[src/rtl/mem_pkg.sv]
// mem_pkg: size/state encodings and the alignment rule shared by the load/store unit.
package mem_pkg;
    localparam logic [1:0] SZ_BYTE = 2'd0;
    localparam logic [1:0] SZ_HALF = 2'd1;
    localparam logic [1:0] SZ_WORD = 2'd2;
    typedef enum logic [1:0] {ST_IDLE, ST_ADDR, ST_DATA, ST_DONE} state_t;
    function automatic logic misaligned(input logic [1:0] size, input logic [1:0] a);
        return size == SZ_BYTE ? 1'b0 : size == SZ_HALF ? a[0] : a != 2'b00;
    endfunction
endpackage

[src/rtl/mem_align.sv]
// mem_align: store lane replication/strobes and load byte-lane extraction with extension.
module mem_align
    import mem_pkg::*;
(
    input  logic [1:0]  size,
    input  logic [1:0]  addr,
    input  logic        sgn,
    input  logic [31:0] wdata,
    input  logic [31:0] rdata,
    output logic [3:0]  wstrb,
    output logic [31:0] wdata_lane,
    output logic [31:0] ldata
);
    logic [7:0]  b;
    logic [15:0] h;
    assign b = rdata[{addr, 3'b000} +: 8];
    assign h = rdata[{addr[1], 4'b0000} +: 16];
    assign wstrb = size == SZ_BYTE ? 4'b0001 << addr :
                   size == SZ_HALF ? (addr[1] ? 4'b1100 : 4'b0011) : 4'b1111;
    assign wdata_lane = size == SZ_BYTE ? {4{wdata[7:0]}} :
                        size == SZ_HALF ? {2{wdata[15:0]}} : wdata;
    assign ldata = size == SZ_BYTE ? {{24{sgn & b[7]}}, b} :
                   size == SZ_HALF ? {{16{sgn & h[15]}}, h} : rdata;
endmodule

[src/rtl/dmem_ctrl.sv]
// dmem_ctrl: MEM-stage load/store unit driving a two-phase (address, data) SRAM-like bus.
module dmem_ctrl
    import mem_pkg::*;
#(
    parameter int ADDR_W  = 32,
    parameter int TIMEOUT = 255,
    parameter int TO_W    = 8
) (
    input  logic              clk,
    input  logic              rst,
    input  logic              req_valid,
    input  logic              req_we,
    input  logic [1:0]        req_size,
    input  logic              req_signed,
    input  logic [ADDR_W-1:0] req_addr,
    input  logic [31:0]       req_wdata,
    input  logic              hold,
    output logic              data_req,
    output logic              data_wr,
    output logic [1:0]        data_size,
    output logic [ADDR_W-1:0] data_addr,
    output logic [31:0]       data_wdata,
    output logic [3:0]        data_wstrb,
    input  logic              data_addr_ok,
    input  logic              data_data_ok,
    input  logic [31:0]       data_rdata,
    output logic [31:0]       load_data,
    output logic              mem_stall,
    output logic              addr_err,
    output logic              bus_err
);
    state_t          state;
    logic [TO_W-1:0] cnt;
    logic            mis, issue, to;
    logic [3:0]      strb;
    logic [31:0]     lane, ld;
    mem_align u_align (
        .size(req_size), .addr(req_addr[1:0]), .sgn(req_signed), .wdata(req_wdata),
        .rdata(data_rdata), .wstrb(strb), .wdata_lane(lane), .ldata(ld)
    );
    assign mis        = misaligned(req_size, req_addr[1:0]);
    assign addr_err   = req_valid & mis;
    assign issue      = ~rst & (state == ST_IDLE) & req_valid & ~mis;
    assign data_req   = issue | (state == ST_ADDR);
    assign data_wr    = data_req & req_we;
    assign data_size  = data_req ? req_size : 2'b00;
    assign data_addr  = data_req ? req_addr : '0;
    assign data_wdata = data_req ? lane : 32'd0;
    assign data_wstrb = data_wr ? strb : 4'b0000;
    assign mem_stall  = issue | (state == ST_ADDR) | (state == ST_DATA);
    // to marks the TIMEOUT-th consecutive cycle in ADDR or DATA
    assign to         = cnt == TO_W'(TIMEOUT - 1);
    always_ff @(posedge clk) begin
        if (rst) begin
            state     <= ST_IDLE;
            cnt       <= '0;
            load_data <= 32'd0;
            bus_err   <= 1'b0;
        end else begin
            case (state)
                ST_IDLE: if (issue) begin
                    state <= data_addr_ok ? ST_DATA : ST_ADDR;
                    cnt   <= '0;
                end
                ST_ADDR: if (data_addr_ok) begin
                    state <= ST_DATA;
                    cnt   <= '0;
                end else if (to) begin
                    state     <= ST_DONE;
                    cnt       <= '0;
                    bus_err   <= 1'b1;
                    load_data <= 32'd0;
                end else begin
                    cnt <= cnt + 1'b1;
                end
                ST_DATA: if (data_data_ok) begin
                    state <= ST_DONE;
                    cnt   <= '0;
                    if (!req_we) load_data <= ld;
                end else if (to) begin
                    state     <= ST_DONE;
                    cnt       <= '0;
                    bus_err   <= 1'b1;
                    load_data <= 32'd0;
                end else begin
                    cnt <= cnt + 1'b1;
                end
                default: if (!hold) begin
                    state   <= ST_IDLE;
                    bus_err <= 1'b0;
                end
            endcase
        end
    end
endmodule
[config.mk]
export PLATFORM = sky130hd
export DESIGN_NAME = dmem_ctrl
export DESIGN_NICKNAME = d
export VERILOG_FILES = /design/src/rtl/mem_pkg.sv /design/src/rtl/mem_align.sv /design/src/rtl/dmem_ctrl.sv
export SDC_FILE = /design/constraint.sdc
export NUM_CORES = 1
export LEC_CHECK = 0
export BUFFER_PORTS_ARGS = -buffer_cell sky130_fd_sc_hd__buf_4
export CAP_MARGIN = 5
export CORE_MARGIN = 5
export CORE_UTILIZATION = 39
export CTS_CLUSTER_SIZE = 40
export DETAILED_ROUTE_END_ITERATION = 12
export PLACE_DENSITY = 0.73
export SLEW_MARGIN = 10
export SYNTH_ARGS = -nofsm -noshare
export SYNTH_HDL_FRONTEND = slang
export SYNTH_SLANG_ARGS = --single-unit
[constraint.sdc]
create_clock -name clk -period 1.7 [get_ports clk]
set_input_delay 0.085 -clock clk [delete_from_list [all_inputs] [get_ports clk]]
set_output_delay 0.085 -clock clk [all_outputs]
set_load 0.05 [all_outputs]
## Word-level counts from Yosys, hierarchy flattened

Cells that the tools add are included.

| storage, ports and cells | value |
|---|---|
| flip-flop bits (word level) | 43 |
| latch bits | 0 |
| memory bits (writable) | 0 |
| bits in read-only memories | 0 |
| output and inout bits | 107 |
| word-level logic and storage cells | 74 |
| memories kept | 0 |

| cells by class | value |
|---|---|
| add/sub/neg operators | 1 |
| multiply operators | 0 |
| divide/modulo/power cells | 0 |
| magnitude comparators | 0 |
| eq/ne operators | 10 |
| shifts and indexed selects | 3 |
| multiplexer cells | 35 |
| bitwise operators | 12 |
| reduce and logical (&&, ||, !) cells | 9 |

Operators by type and width:

| kind | count |
|---|---|
| $mux W32 | 10 |
| $pmux W32 S2 | 1 |
| $mux W8 | 4 |
| $shiftx A32 B6 Y16 | 1 |
| $shiftx A32 B6 Y8 | 1 |
| $pmux W8 S3 | 1 |
| $mux W4 | 4 |
| $mux W2 | 7 |
| $add A8 B1 Y8 const B | 1 |
| $eq A8 B8 Y1 const B | 1 |
| $and A1 B1 Y1 | 7 |
| $mux W1 | 6 |
| $ne A2 B2 Y1 const B | 3 |
| $pmux W2 S3 | 1 |
| $eq A2 B1 Y1 const B | 2 |
| $logic_not A2 Y1 | 2 |
| $ne A4 B1 Y1 const B | 1 |
| $reduce_and A2 Y1 | 2 |
| $reduce_and A4 Y1 | 1 |
| $reduce_bool A2 Y1 | 2 |
| $shl A1 B2 Y4 const A | 1 |
| $ne A3 B1 Y1 const B | 1 |
| $ne A3 B3 Y1 const B | 1 |
| $not A1 Y1 | 3 |
| 5 further kinds | 6 |

## Logic depth before layout (Yosys ltp)

Gate-level depths: netlist of the first run.

| logic depth | value |
|---|---|
| depth after elaboration | 8 |
| depth in mapped cells | 7 |
| gate-level depth less buffers | 6 |

## By module

Synthesis of the first run repeated with hierarchy kept, for this count alone.

| second synthesis, totals | value |
|---|---|
| cells, all modules | 443 |
| area, all modules | 3,621.0 um^2 |

Modules (own cells, without submodules):

| module | times used | cells each | area each (um^2) |
|---|---|---|---|
| dmem_ctrl | 1 | 252 | 2,312.2 |
| mem_align | 1 | 191 | 1,308.8 |

## Worst setup path before layout of the first run

No wires, ideal clock.

| path | value |
|---|---|
| path type | reg2out |
| from | register state[0] |
| to | output data_addr[30] |
| data arrival time | 2,098 ps |
| slack | -483 ps |
| stages on the path, launching flop included | 7 |
| path through | dfxtp_1 -> inv_1 -> ha_1 -> a41oi_2 -> inv_2 -> clkbuf_1 -> and2_1 |

| between the ends | value |
|---|---|
| cells in the longest elaborated chain, start to end | 6 |

RTL lines:

| item | RTL line | text |
|---|---|---|
| from (decl) | dmem_ctrl.sv:32 | `state_t state;` |
| from (signal assigned) | dmem_ctrl.sv:62 | `state <= data_addr_ok ? ST_DATA : ST_ADDR;` |
| $logic_not A2 Y1 | dmem_ctrl.sv:43 | `assign issue = ~rst & (state == ST_IDLE) & req_valid & ~mis;` |
| $and A1 B1 Y1 (3 in series) | dmem_ctrl.sv:43 |  |
| $or A1 B1 Y1 (*) | dmem_ctrl.sv:44 | `assign data_req = issue \| (state == ST_ADDR);` |
| named net data_req | dmem_ctrl.sv:18 | `output logic data_req,` |
| $mux W32 (*) | dmem_ctrl.sv:47 | `assign data_addr = data_req ? req_addr : '0;` |
| to (decl) | dmem_ctrl.sv:21 | `output logic [ADDR_W-1:0] data_addr,` |

The timed path passes the listed nets; every way through them passes the cells marked *.

## Worst setup path in the final report of the first run

| path | value |
|---|---|
| from | register state[0] |
| to | output data_addr[24] |

| between the ends | value |
|---|---|
| cells in the longest elaborated chain, start to end | 6 |

RTL lines:

| item | RTL line |
|---|---|
| $logic_not A2 Y1 | dmem_ctrl.sv:43 |
| $and A1 B1 Y1 (3 in series) | dmem_ctrl.sv:43 |
| $or A1 B1 Y1 (*) | dmem_ctrl.sv:44 |
| $mux W32 (*) | dmem_ctrl.sv:47 |

Every way passes the cells marked *; elsewhere a longest branch is shown, timed or not.

==> results by group, run 1 <==
Min path
  • HP Start: data_rdata[13]
  • Worst min-delay path endpoint: load_data[13]
  • Hold Path Stages: 3
  • Hold crit path type: input port to flop

Detailed routing
  • Routed wire length: ~17000 µm
  • Vias per cell: 5.94
  • Drt pass-1 iters: 5
  • 1st-iter DRT viols: 331
  • WL/cell: roughly 22 µm
  • Routed Antenna Nets: 0
  • DRC: 0
  • Routed vias: around 4500

Synthesis
  • Async S/R FF share, synth: 0%
  • FF+latch count, synth: 43
  • Register area share after synthesis: about a quarter
  • Ys flop type: dfxtp_1
  • Netlist cell types: 62
  • Post-synth EDFFs: 0
  • Post-Syn Nets: approximately 530
  • Netlist area before placement: around 3400 µm²
  • Synth warnings: 0
  • Avg Cell Area, Syn: ~8.1 µm²
  • Synthesized netlist cell count: 420

Outcome
  • Failing checks: setup timing
  • Outcome: finished with violations

CTS
  • Cts bufs inserted: 5
  • CTS clk-pin slew, worst paths: 90 ps
  • H-tree levels: 2
  • Hold_buf cts: 0
  • CTS sink cnt: between 40 and 50
  • Worst-skew pair later-pin latency: ~300 ps
  • Bufs on Longest Clock Path: 2
  • Clock Tree Root: clkbuf_8
  • CTS tree: built

Critical path
  • Kind of critical path: flop to output pin
  • CP max FO: 18
  • Nature of the critical path endpoint: output pin
  • Required time of the critical path: about 1600 ps
  • Flop2flop setup slack: -130 ps
  • Worst reg-to-reg path cell count: 8
  • CP startpoint kind: flop
  • Critical R2R Launch: state[0]
  • Reg2reg end: load_data[30]
  • CP arrival: 1820 ps

Placement
  • Port Buf Inserts: ~210
  • DP HPWL: roughly 11000 µm
  • Placed cells: ~740
  • Final Wtd Congestion: around 0.96

Final layout
  • Layout area overhead: 95.3%
  • Non-filler cells, final: approximately 760
  • Nets: around 770
  • Finished Core Util: 77.1%
  • Layout cells sized above 1: 59.6%
  • Number of antenna repair diodes: 0
  • Fillers: 562

STA
  • Worst Max-Slew Pin Slew: 537 ps
  • Min Tclk post-route: around 1900 ps
  • Max-slew violations: 0
  • RSZ-0062 raised after global routing: true
  • Slew headroom: 64.0%
  • Finish-stage setup viols: approximately 110
  • Setup TNS: -16340 ps
  • Fmax: 526 MHz
  • Final WS setup: -200 ps
  • Clk_skew: 9.13 ps
  • Final Cycle Share: 112%
  • Final Hold Viols: 0

Global route
  • Grt ovf: 0
  • First-pass GRT wire length: 21900 µm
  • Vias in the first global route: around 4300
  • Tot GR Track Use: around a quarter
  • Pin count of the biggest net entering global routing: 27
  • Antenna violations before repair: 0

Power
  • Worst VDD drop: 1.39 mV
  • Leakage power: about 2.9 nW
  • P per Cell Area: roughly 1400 nW/µm²

Floorplan
  • Die area: about 11000 µm²
  • Die height: between 100 and 150 µm
  • Initial Utilization: between 30% and 40%
  • FP Rows: 34
  • Die X: 103 µm
  • Core area: around 8600 µm²
  • IO Count: 213

Run
  • Max cap viols: 0
-- logic make-up after synthesis --
| family | count (synthesis) | share of synthesized area [%] |
|---|---|---|
| AND/OR/NAND/NOR | 157 | 23.1 |
| AO/OA/AOI/OAI | 138 | 31.3 |
| buffers and inverters | 50 | 7.45 |
| flip-flops | 43 | 25.4 |
| multiplexers | 24 | 9.92 |
| adder cells (fa/ha/maj) | 7 | 2.58 |
| XOR/XNOR | 1 | 0.258 |
-- synthesized netlist by cell type (4+ instances only) --
cell type / number / area (µm²)
ha_1: 7 / 87.6
inv_1: 12 / 45.0
o21ai_0: 25 / 125
clkbuf_1: 12 / 45.0
dfxtp_1: 43 / 861
a2111oi_0: 6 / 52.6
a21oi_1: 23 / 115
mux2i_1: 16 / 160
and2_1: 40 / 250
o2bb2ai_1: 9 / 78.8
nor2_1: 59 / 221
a221oi_2: 7 / 105
nand2_1: 26 / 97.6
mux4_2: 5 / 113
o22ai_1: 6 / 37.5
a211oi_1: 11 / 82.6
nor3_1: 4 / 20.0
a21o_1: 6 / 45.0
a22o_1: 24 / 210
buf_2: 16 / 80.1
or3_1: 4 / 25.0
nand3_1: 4 / 20.0
-- critical path, stage by stage, from the launching register on --
cell and delay, ps:
dfxtp_4 400, inv_4 50, ha_4 160, buf_6 120
a41oi_4 190, inv_4 100, buf_12 160, and2_1 170
buf_6 150
-- flip-flops by register name, indices dropped and copies added (netlist names) --
name / flops
load_data: 32
cnt: 8
state: 2
bus_err: 1
-- cell type report --
type	instances	area, µm²	share of cell area (%)
clock buffers	5	68.8	1.04
clock inverters	3	46.3	0.699
inverters	14	67.6	1.02
multi-input cells	327	2900	43.7
flip-flops and latches	43	866	13.1
well taps	108	135	2.04
repair buffers	262	2540	38.4
-- layout by cell type (no fill, tap or decap), types with 16 or more instances in the layout --
master   netlist  routed
buf_4          2     168
buf_6          3      60
dfxtp_1       43      41
nor2_1        59      39
and2_4         0      26
o21ai_0       25      25
a22o_1        24      24
nand2_1       26      23
buf_8          0      23
nor2_4         0      20
mux2i_1       16      16
-- what timing repair did --
item,CTS,global route
resized for setup,138,96
gates cloned,3,4
endpoints found under the setup margin,109,115
setup buffers,11,1
pin swaps,15,40
-- metal layers --
layer	part of all wire (%)	vias up	track usage, %
met5	0	-	0
met4	3.2	0	5.78
met3	10	51	7.78
met2	51	309	45.3
met1	35	2162	31.7
li1	-	2005	-
-- how the worst max path moves through the flow --
stage / from / end / slack, ps
global route: state[0] / data_addr[24] / -250
floorplan: state[0] / data_wstrb[1] / -230
CTS: state[0] / data_addr[18] / -140
global placement: state[0] / cnt[7] / -10
detailed placement: state[0] / cnt[5] / -110
finish: state[0] / data_addr[24] / -200
-- report_power, final --
| part | total (W) | internal, W | leakage, nW | switching, W |
|---|---|---|---|---|
| Sequential | 0.00119 | 0.00110 | 0.348 | 0.0000895 |
| Clock | 0.000843 | 0.000443 | 0.0548 | 0.000400 |
| Combinational | 0.00757 | 0.00322 | 2.50 | 0.00435 |
-- per-stage QoR --
step                total power (W)  instance area (µm²)  hold slack, ps  worst slack, ps
floorplan                   0.00475                 3500             269             -226
global placement            0.00647                 5290             395            -14.3
detailed placement          0.00651                 5290             416             -113
CTS                         0.00858                 6070            98.5             -139
global route                0.00995                 6620            99.9             -252
finish                      0.00960                 6620             103             -200
(Power assumes the default switching activity.)
==> inputs of run 2 (changes only) <==
Settings changed: ABC_AREA from default to 1, CORE_UTILIZATION 39 to 41, PLACE_DENSITY 0.73 to 0.74.
==> results by group, run 2 <==
Outcome
  • Outcome: finished with violations
  • Failing checks: setup timing

Power
  • P per Cell Area: between 500 and 600 nW/µm²
  • Worst VDD drop: approximately 0.35 mV
  • Leakage power: roughly 3.3 nW

Global route
  • Antenna violations before repair: 0
  • Tot GR Track Use: 28.4%
  • First-pass GRT wire length: roughly 26000 µm
  • Vias in the first global route: between 5000 and 6000
  • Grt ovf: 0
  • Pin count of the biggest net entering global routing: 36

Critical path
  • Kind of critical path: flop to output pin
  • Reg2reg end: load_data[24]
  • Critical R2R Launch: state[0]
  • Worst reg-to-reg path cell count: 12
  • CP max stage delay: around 360 ps
  • Flop2flop setup slack: -120 ps
  • Cells along the critical path: inv_4, ha_4, nand2_4, nor2_4, nand2_4, nand2_8, buf_12, nand2_8, inv_8, a22oi_2, inv_4, buf_8
  • CP startpoint kind: flop
  • CP max FO: 8
  • Slowest-stage cell, CP: dfxtp_2
  • Required time of the critical path: between 1500 and 2000 ps
  • CP arrival: 1820 ps
  • Nature of the critical path endpoint: output pin

Min path
  • Hold Path Stages: 4
  • Worst min-delay path endpoint: bus_err
  • HP Start: rst
  • Hold crit path type: input port to flop

Detailed routing
  • Routed Antenna Nets: 0
  • DRC: 0
  • Routed vias: around 5200
  • Vias per cell: around 5.2
  • Drt pass-1 iters: 4
  • WL/cell: about 18 µm
  • 1st-iter DRT viols: 201
  • Routed wire length: about 18000 µm

Synthesis
  • Ys flop type: dfxtp_1
  • Largest family of logic cells by synthesized area: simple AND/OR/NAND/NOR gates
  • Post-synth EDFFs: 0
  • Complex-gate fraction of the synthesized area: between 10% and 20%
  • Async S/R FF share, synth: 0%
  • Top-count cell post-synth: nand2_1
  • Post-Syn Nets: 770
  • Commonest cells in the netlist: 143 x nand2_1, 110 x inv_1, 107 x nor2_1
  • Synth top area share: between 20% and 30%
  • Post-synthesis mux area share: 0%
  • Netlist cell types: 30
  • Synth area leaders: dfxtp_1 23%, nand2_1 14%, inv_1 11%, nor2_1 11%, a21oi_1 9.4%
  • Post-synthesis simple-gate area fraction: between 30% and 40%
  • FF+latch count, synth: 43
  • Avg Cell Area, Syn: just under 6 µm²
  • Synthesized netlist cell count: 657
  • XOR/XNOR Fraction of Synth Area: 0%
  • Synth warnings: 0
  • Netlist area before placement: roughly 3800 µm²
  • Synth Area in Adders: around 2.3%
  • Area leader, netlist: dfxtp_1
  • Register area share after synthesis: approximately 23%

CTS
  • Cts bufs inserted: 5
  • Hold_buf cts: 0
  • H-tree levels: 2
  • Bufs on Longest Clock Path: 2
  • Worst-skew pair later-pin latency: around 300 ps
  • CTS clk-pin slew, worst paths: about 90 ps
  • CTS tree: built
  • Clock Tree Root: clkbuf_8
  • CTS sink cnt: 43

STA
  • Worst Max-Slew Pin Slew: between 500 and 600 ps
  • Final WS setup: -204 ps
  • Final Cycle Share: 112%
  • Slew headroom: between 50% and 60%
  • Clk_skew: about 11 ps
  • Final Hold Viols: 0
  • Min Tclk post-route: about 1900 ps
  • Finish-stage setup viols: 102
  • Max-slew violations: 0
  • Post-Route Hold Slack: 104 ps
  • RSZ-0062 raised after global routing: true
  • Fmax: 525 MHz

Final layout
  • Number of antenna repair diodes: 0
  • Layout cells sized above 1: 44.1%
  • Regs by FF count: load_data x32, cnt x8, state x2
  • Most frequent cells in the layout: 163 x buf_4, 139 x nand2_1, 98 x inv_1
  • Nets: roughly 1000
  • Largest Register: load_data
  • Layout area overhead: 81.3%
  • Finished Core Util: roughly three quarters
  • Leading cell type in the layout, fill and taps excluded: buf_4
  • Max reg flops: 32
  • Non-filler cells, final: just under 1000

Placement
  • Port Buf Inserts: roughly 210
  • Placed cells: between 900 and 1000
  • DP HPWL: about 13000 µm
  • Final Wtd Congestion: 0.990

Floorplan
  • Die height: about 110 µm
  • Core area: approximately 9100 µm²
  • Die X: between 100 and 150 µm
  • IO Count: between 200 and 250
  • Die area: 11300 µm²
  • FP Rows: 35
  • Initial Utilization: between 40% and 50%

Run
  • Max cap viols: 0
==> run 2: layer usage <==
layer,share of wire [%],global-route usage (%),vias to the layer above
met1,35,29.8,2394
met2,53,53.6,238
met3,7.4,7.35,61
met5,0,0,-
li1,-,-,2523
met4,4.7,11.2,0
==> run 2: repair_timing <==
action	CTS	global route
resized for setup	108	71
setup buffers	5	5
pin swaps	2	15
setup endpoints to repair	101	112
cloned	2	5
==> run 2: stage by stage <==
| step | worst slack [ps] | power [W] | TNS [ps] | area [µm²] |
|---|---|---|---|---|
| floorplan | -41.0 | 0.00225 | -1640 | 4070 |
| global placement | 8.57 | 0.00286 | 0 | 5830 |
| detailed placement | -59.3 | 0.00288 | -1570 | 5830 |
| CTS | -182 | 0.00377 | -11210 | 6420 |
| global route | -284 | 0.00420 | -20610 | 6870 |
| finish | -204 | 0.00402 | -11030 | 6870 |
==> run 2: cell type report <==
cell class / instances / area [µm²]
Multi-Input combinational cell: 459 / 2740
Timing Repair Buffer: 254 / 2540
Fill cell: 707 / 2240
Sequential cell: 43 / 863
Inverter: 120 / 502
Tap cell: 111 / 139
Clock buffer: 5 / 68.8
Clock inverter: 3 / 23.8
==> run 2: cells by family after synthesis <==
group,Yosys count
buf+inv,155
fa+ha+maj,7
compound gates,118
simple gates,334
flops,43
==> run 2: worst max path at each step <==
stage,cells after the start,to,slack [ps],startpoint
detailed placement,10,data_wdata[30],-60,state[0]
global placement,11,load_data[16],9,state[0]
CTS,10,data_wdata[20],-180,state[1]
global route,12,data_wdata[19],-280,state[0]
finish,12,data_wdata[16],-200,state[1]
floorplan,9,data_addr[0],-40,state[0]
==> run 2: report_power, final <==
| part | internal, W | total, W | switching (W) |
|---|---|---|---|
| Sequential | 0.00102 | 0.00102 | 0.00000720 |
| Clock | 0.000294 | 0.000679 | 0.000385 |
| Combinational | 0.000929 | 0.00231 | 0.00139 |
| Total | 0.00224 | 0.00402 | 0.00178 |
==> run 2: worst max-delay path, delay by kind of cell, from the launching register on <==
family	cells	cell delay, ps
buf+inv	5	460
flops	1	360
simple gates	5	350
compound gates	1	190
fa+ha+maj	1	160
==> inputs of run 3 (changes only) <==
Settings changed: ABC_CLOCK_PERIOD_IN_PS from default to 1700, GPL_TIMING_DRIVEN from default to 0.
==> results by group, run 3 (synthesis results as in run 2) <==
Final layout
  • Nets: slightly above 1000
  • Largest Register: load_data
  • Regs by FF count: load_data x32, cnt x8, state x2
  • Layout area overhead: 81.8%
  • Leading cell type in the layout, fill and taps excluded: buf_4
  • Non-filler cells, final: roughly 1000
  • Number of antenna repair diodes: 0
  • Layout cells sized above 1: between 40% and 50%
  • Fillers: ~720
  • Max reg flops: 32
  • Most frequent cells in the layout: 150 x buf_4, 130 x nand2_1, 97 x inv_1
  • Final instance area: 6890 µm²

STA
  • Min Tclk post-route: approximately 2000 ps
  • Final Cycle Share: 117%
  • Fmax: between 500 and 600 MHz
  • Finish-stage setup viols: 89
  • Slew headroom: around 55%
  • Max-slew violations: 0
  • Final Hold Viols: 0
  • Worst Max-Slew Pin Slew: 678 ps
  • Final WS setup: -289 ps
  • RSZ-0062 raised after global routing: true
  • Clk_skew: approximately 10 ps

Detailed routing
  • WL/cell: approximately 17 µm
  • Wl on met1: 6030 µm
  • Wire length on met2: 8860 µm
  • DR top layer: met4
  • Routed Antenna Nets: 0
  • Routed vias: roughly 5300
  • DRC: 0
  • 1st-iter DRT viols: 350
  • Vias per cell: roughly 5.3
  • WL met3: ~1600 µm
  • Drt pass-1 iters: 5
  • Routed wire length: 17300 µm

Critical path
  • Top delay family on crit path: buffers and inverters
  • Nature of the critical path endpoint: output pin
  • Buf/Inv on CP: 6
  • Required time of the critical path: 1620 ps
  • Slowest-stage cell, CP: dfxtp_4
  • CP max FO: 5
  • Kind of critical path: flop to output pin
  • Cells along the critical path: inv_4, ha_4, nand2_4, nor2_4, nand2_4, nand2_4, inv_6, buf_12, buf_12, buf_12, nor2_4, buf_8
  • CP max stage delay: 370 ps
  • CP startpoint kind: flop
  • CP arrival: roughly 1900 ps

Power
  • Worst VDD drop: 0.532 mV
  • Leakage power: 3.33 nW
  • P per Cell Area: between 500 and 600 nW/µm²

Outcome
  • Outcome: finished with violations
  • Failing checks: setup timing

Floorplan
  • FP Rows: 35
  • Die height: about 110 µm
  • Initial Utilization: about two fifths
  • Core area: about 9100 µm²
  • Die area: about 11000 µm²
  • IO Count: between 200 and 250
  • Die X: roughly 110 µm

CTS
  • Cts bufs inserted: 5
  • H-tree levels: 2
  • CTS tree: built
  • CTS sink cnt: 43
  • Worst-skew pair later-pin latency: 300 ps
  • Clock Tree Root: clkbuf_8
  • Bufs on Longest Clock Path: 2
  • CTS clk-pin slew, worst paths: about 90 ps

Global route
  • Vias in the first global route: about 5200
  • Pin count of the biggest net entering global routing: 16
  • Antenna violations before repair: 0
  • First-pass GRT wire length: 25700 µm
  • Grt ovf: 0
  • Tot GR Track Use: between 20 and 30%

Placement
  • Placed cell area: between 5000 and 6000 µm²
  • Final Wtd Congestion: 0.922
  • Placed cells: about 980
  • Port Buf Inserts: 210
  • DP HPWL: approximately 13000 µm
  • Pre-CTS setup slack: -213 ps

Min path
  • Hold crit path type: input port to flop

Run
  • Max cap viols: 0
==> run 3: cell types whose count changed in the layout (fill, tap and decap cells not counted), moves of 7 or more <==
| cell | change |
|---|---|
| buf_2 | +9 |
| buf_4 | -13 |
| buf_6 | +21 |
| buf_8 | -11 |
| clkbuf_1 | +7 |
| nand2_1 | -9 |
| nand3_1 | -15 |
| nand3_2 | +13 |
| nor2_2 | +19 |
| nor2_4 | -19 |
==> run 3: per-stage QoR <==
step           TNS (ps)  hold slack [ps]  utilization, %  power, W
2_1_floorplan     -1640              280               -   0.00225
3_3_place_gp      -6440              316            63.5   0.00283
3_5_place_dp     -10200              316            63.5   0.00285
4_1_cts          -13230             83.2            70.6   0.00378
5_1_grt          -19450              108            75.7   0.00401
6_report         -12590             91.5            75.7   0.00384
==> run 3: tightest hold or removal path, delay by kind of cell <==
| kind | cells | cell delay, ps |
|---|---|---|
| AND/OR/NAND/NOR | 2 | 110 |
| buffers and inverters | 2 | 160 |
==> run 3: final timing paths <==
path | startpoint | to | slack, ps | depth (start not counted)
hold / removal | rst | bus_err | 90 | 4
setup / recovery | state[1] | data_wdata[10] | -290 | 12
hold reg to reg | load_data[0] | load_data[0] | 480 | 2
setup reg to reg | state[0] | load_data[4] | -40 | 11
==> run 3: timing repair <==
action / 4_1_cts / 5_1_grt
hold endpoints to repair: 5 / 0
pin swaps: 13 / 16
buffers inserted: 11 / 2
hold buffers: 1 / 0
gates cloned: 1 / 6
gates resized for setup: 121 / 79
endpoints found under the setup margin: 105 / 106
==> run 3: final cells by class <==
type | instances | area, µm² | area share, %
tap | 111 | 139 | 2.02
timing repair buffer | 231 | 2200 | 31.9
clock inverter | 3 | 23.8 | 0.345
buffer | 34 | 305 | 4.43
sequential | 43 | 866 | 12.6
clock buffer | 5 | 68.8 | 0.999
multi-input combinational | 459 | 2780 | 40.4
inverter | 120 | 507 | 7.35
==> run 3: layer usage <==
layer | track usage, % | up-vias
met5 | 0 | -
met4 | 10.3 | 0
met3 | 8.01 | 55
met2 | 52.3 | 293
met1 | 30.7 | 2412
li1 | - | 2546
==> run 3: power by group <==
| group | switching [W] | leakage, nW | internal [W] |
|---|---|---|---|
| sequential | 0.00000840 | 0.348 | 0.00102 |
| combinational | 0.00132 | 2.94 | 0.000804 |
| clock | 0.000395 | 0.0408 | 0.000294 |
| total | 0.00172 | 3.33 | 0.00211 |
